<file path="src/rtl/multi_ch_sync_pkg.sv">
// rtl/multi_ch_sync_pkg.sv - parameter limits and counter sizing for multi_ch_sync
package multi_ch_sync_pkg;

   localparam int MIN_CH     = 1;
   localparam int MAX_CH     = 32;
   localparam int MIN_STAGES = 2;
   localparam int MAX_STAGES = 4;
   localparam int MIN_FILT   = 1;
   localparam int MAX_FILT   = 255;

   // Wide enough to hold FILT_CYC itself, although the counter stops at FILT_CYC-1.
   function automatic int cnt_width(input int filt);
      return (filt < 1) ? 1 : $clog2(filt + 1);
   endfunction

endpackage

</file>
<file path="src/rtl/msync_chan.sv">
// rtl/msync_chan.sv - one-bit synchronizer chain, optional stability filter, edge pulses
// Filter counter present only when MULTI_CH_SYNC_FILTER_EN is defined.
module msync_chan
   import multi_ch_sync_pkg::*;
#(
`ifdef MULTI_CH_SYNC_FILTER_EN
   parameter int   FILT_CYC = 4,
`endif
   parameter int   STAGES   = 2,
   parameter logic RST_VAL  = 1'b0
)(
   input  logic i_clk,
   input  logic i_rst,
   input  logic i_d,
   output logic o_q,
   output logic o_rise,
   output logic o_fall
);

   logic [STAGES-1:0] chain_q, chain_d;
   logic              q_q, q_d;
   logic              rise_q, rise_d;
   logic              fall_q, fall_d;
   logic              s;

   assign s = chain_q[STAGES-1];

   always_comb begin
      chain_d = {chain_q[STAGES-2:0], i_d};
   end

`ifdef MULTI_CH_SYNC_FILTER_EN
   localparam int             CW       = cnt_width(FILT_CYC);
   localparam logic [CW-1:0]  CNT_LAST = CW'(FILT_CYC - 1);

   logic [CW-1:0] cnt_q, cnt_d;

   // Any sample that agrees with o_q restarts the count, so only an unbroken run commits.
   always_comb begin
      cnt_d = '0;
      q_d   = q_q;
      if (s != q_q) begin
         if (cnt_q == CNT_LAST) begin
            q_d = s;
         end else begin
            cnt_d = cnt_q + CW'(1);
         end
      end
   end

   always_ff @(posedge i_clk or posedge i_rst) begin
      if (i_rst) begin
         cnt_q <= '0;
      end else begin
         cnt_q <= cnt_d;
      end
   end
`else
   always_comb begin
      q_d = s;
   end
`endif

   always_comb begin
      rise_d = q_d & ~q_q;
      fall_d = ~q_d & q_q;
   end

   always_ff @(posedge i_clk or posedge i_rst) begin
      if (i_rst) begin
         chain_q <= {STAGES{RST_VAL}};
         q_q     <= RST_VAL;
         rise_q  <= 1'b0;
         fall_q  <= 1'b0;
      end else begin
         chain_q <= chain_d;
         q_q     <= q_d;
         rise_q  <= rise_d;
         fall_q  <= fall_d;
      end
   end

   assign o_q    = q_q;
   assign o_rise = rise_q;
   assign o_fall = fall_q;

endmodule

</file>
<file path="src/rtl/multi_ch_sync.sv">
// rtl/multi_ch_sync.sv - NUM_CH independent level synchronizers with edge pulses
// Define MULTI_CH_SYNC_FILTER_EN to add the per-channel FILT_CYC stability filter.
module multi_ch_sync
   import multi_ch_sync_pkg::*;
#(
   parameter int                NUM_CH   = 4,
   parameter int                STAGES   = 2,
   parameter int                FILT_CYC = 4,
   parameter logic [NUM_CH-1:0] RST_VAL  = '0
)(
   input  logic              i_clk,
   input  logic              i_rst,
   input  logic [NUM_CH-1:0] i_d,
   output logic [NUM_CH-1:0] o_q,
   output logic [NUM_CH-1:0] o_rise,
   output logic [NUM_CH-1:0] o_fall
);

   if (NUM_CH < MIN_CH || NUM_CH > MAX_CH) begin : g_bad_num_ch
      $error("multi_ch_sync: NUM_CH out of range");
   end
   if (STAGES < MIN_STAGES || STAGES > MAX_STAGES) begin : g_bad_stages
      $error("multi_ch_sync: STAGES out of range");
   end
   if (FILT_CYC < MIN_FILT || FILT_CYC > MAX_FILT) begin : g_bad_filt
      $error("multi_ch_sync: FILT_CYC out of range");
   end

   for (genvar gi = 0; gi < NUM_CH; gi++) begin : g_chan
      msync_chan #(
`ifdef MULTI_CH_SYNC_FILTER_EN
         .FILT_CYC (FILT_CYC),
`endif
         .STAGES   (STAGES),
         .RST_VAL  (RST_VAL[gi])
      ) u_chan (
         .i_clk  (i_clk),
         .i_rst  (i_rst),
         .i_d    (i_d[gi]),
         .o_q    (o_q[gi]),
         .o_rise (o_rise[gi]),
         .o_fall (o_fall[gi])
      );
   end

endmodule

</file>
<file path="config.mk">
export PLATFORM = sky130hd
export DESIGN_NAME = multi_ch_sync
export DESIGN_NICKNAME = d
export VERILOG_FILES = /design/src/rtl/multi_ch_sync_pkg.sv /design/src/rtl/msync_chan.sv /design/src/rtl/multi_ch_sync.sv
export SDC_FILE = /design/constraint.sdc
export NUM_CORES = 1
export LEC_CHECK = 0
export CORE_AREA = 2 2 39 41
export DETAILED_ROUTE_END_ITERATION = 8
export DIE_AREA = 0 0 41 43
export PLACE_DENSITY = 0.75
export SLEW_MARGIN = 20
export SYNTH_ARGS = -nofsm -noshare
export SYNTH_HDL_FRONTEND = slang
export SYNTH_HIERARCHICAL = 1
export SYNTH_SLANG_ARGS = --single-unit
</file>
<file path="constraint.sdc">
create_clock -name i_clk -period 1.47 [get_ports i_clk]
set_clock_uncertainty 0.1 [all_clocks]
set_input_delay 0.2205 -clock i_clk [delete_from_list [all_inputs] [get_ports i_clk]]
set_output_delay 0.2205 -clock i_clk [all_outputs]
set_load 0.005 [all_outputs]
</file>
==> results.cfg <==
[die]
dieHeight_um = 43
placeableCoreArea_um2 = 1380
io_pins = 18
rows = 14
die_area_um2 = 1760
die_w_um = 41
start_util = 0.416

[synth]
yosys_warnings = 6
synth_cell_type_count = 4
synth_seq_cells = 20
syn_inst = 32
ys_seq_area_frac = 0.870
syn_area_um2 = 576
avgSynthCellArea_um2 = 18.0
synth_nets = 38

[sta]
setup_violations = 0
max_clock_freq_ghz = 0.703
period_needed_ps = 1420
rsz0062_at_grt = no
period_share = 0.967
worst_slew_pin_slew_ps = 193
setup_tns_ps = 0
relSlewSlack = 0.871
hold_violations = 0
maxSlewViolCount = 0
holdWs_ps = 89.3

[drt]
firstDrtPassIters = 4
antenna_left = 0
drt_iter0_drc = 2
routed_via_density = 4.15
vias = 303
wirelength_um = 709
drc = 0
wire_per_inst_um = 9.71

[layout]
final_common_cell = dfrtp_1
fin_nets = 64
final_cell_mix = 20 x dfrtp_1, 8 x dlymetal6s2s_1, 6 x clkdlybuf4s50_1
diodes = 0
layoutNonFillerInstCount = 73
num-fill-cells = 114
post-route-util = 0.625
drive_above_1_share = 0.211
area_growth_pct = 50.2

[global_route]
grt_max_degree = 13
first_global_vias = 311
gr-total-overflow = 0
antenna_found_initial = 0
grtUsageTotal = 0.113
grt_pass1_wl_mm = 1.27

[worst_setup_path]
path_depth = 1
crit_fanout = 1
critPathRequiredTime_ps = 1150
path_cells = clkdlybuf4s50_1
cpMaxStageDelayCell = clkdlybuf4s50_1
setup.worst_path.end_class = primary output
crit_family = buffers and inverters
crit_path_max_incr_delay_ps = 490
r2r_cells = 2
start_kind = flop
path_class = flop to primary output
cp.arrival_ps = 1100
crit_buf_inv = 1

[cts]
numCtsBuffers = 3
htreeDepth = 1
ctsLongestPathBuffers = 2
cts.sinks = 20
tritoncts = done
cts_root_buf = clkbuf_4
clk_pin_slew_worst_paths_ps = 110
insertion_delay_ps = 290

[power_and_ir_drop]
p_switching_mw = 0.189
p_int_mw = 0.900
p_leak_nw = 0.515
p_comb_frac = 0.066
swShare = 0.173
peakVddDrop_mv = 0.784
powerDensity_nw_per_um2 = 1260
clkPwrFrac = 0.395
power_frac_seq = 0.539
p_total_mw = 1.09

[place]
port_buffers = 17
dp.cells = 65
gp_congestion = 0.609
hpwl_um = 534

[min_path]
hold_path.class = input port to asynchronous set/reset pin

[outcome]
status = finished clean

[run]
drv_cap = 0
[worst paths after layout]
kind	from	end	slack [ps]
max	g_chan[2].u_chan/o_fall	o_fall[2]	50
min	i_rst	g_chan[2].u_chan/chain_q[1]	90
max reg2reg	g_chan[2].u_chan/o_q	g_chan[2].u_chan/o_fall	570
min reg2reg	g_chan[2].u_chan/chain_q[0]	g_chan[2].u_chan/chain_q[1]	250
max in group asynchronous	i_rst	g_chan[3].u_chan/o_q	1000
min in group i_clk	i_d[1]	g_chan[1].u_chan/chain_q[0]	250
[cell families (layout without fill, tap and decap cells)]
logic type | Yosys count | count (layout) | share of synthesized area
buf+inv | 4 | 29 | 0.0261
flops | 20 | 20 | 0.870
simple gates | 8 | 8 | 0.104
[layout make-up]
type | instances | area (um2) | share of cell area
well taps | 16 | 20.0 | 0.0232
multi-input cells | 8 | 60.1 | 0.0695
inverters | 4 | 15.0 | 0.0174
clock inverters | 1 | 30.0 | 0.0347
repair buffers | 21 | 216 | 0.250
clock buffers | 3 | 22.5 | 0.0260
flip-flops and latches | 20 | 500 | 0.579
[synth_stat cells, drive strengths merged]
library cell	number	area [um2]
and2b	4	35.0
nor2b	4	25.0
dfrtp	20	500
inv	4	15.0
[state kept, by name (all words and copies together) (netlist names)]
| signal | flops |
|---|---|
| g_chan.u_chan/chain_q | 8 |
| g_chan.u_chan/o_fall | 4 |
| g_chan.u_chan/o_q | 4 |
| g_chan.u_chan/o_rise | 4 |
[through the flow]
step / area [um2] / setup WS [ps]
after CTS: 845 / 0.599
after global placement: 766 / 311
after global routing: 865 / 0.141
final: 865 / 47.9
after floorplan: 576 / 690
after detailed placement: 766 / 293
[layer usage]
metal,global-route usage,wire length (um),vias to the layer above
met3,0.0314,53,0
met4,0.0600,0,0
li1,-,-,146
met5,0,0,-
met1,0.149,292,146
met2,0.163,364,11
[power by group through the flow]
stage	Combinational, mW	Sequential (mW)	Clock, mW
floorplan	0.0182	0.600	0
global placement	0.0699	0.599	0
detailed placement	0.0714	0.600	0
CTS	0.0776	0.588	0.440
global route	0.0818	0.591	0.469
finish	0.0723	0.587	0.430
[repair_timing]
| item | CTS | global route |
|---|---|---|
| setup buffers | 4 | 0 |
| hold buffers | 0 | 0 |
| setup endpoints to repair | 4 | 8 |
| resized for setup | 3 | 8 |
Note: power is estimated with default switching activity, not from simulation.
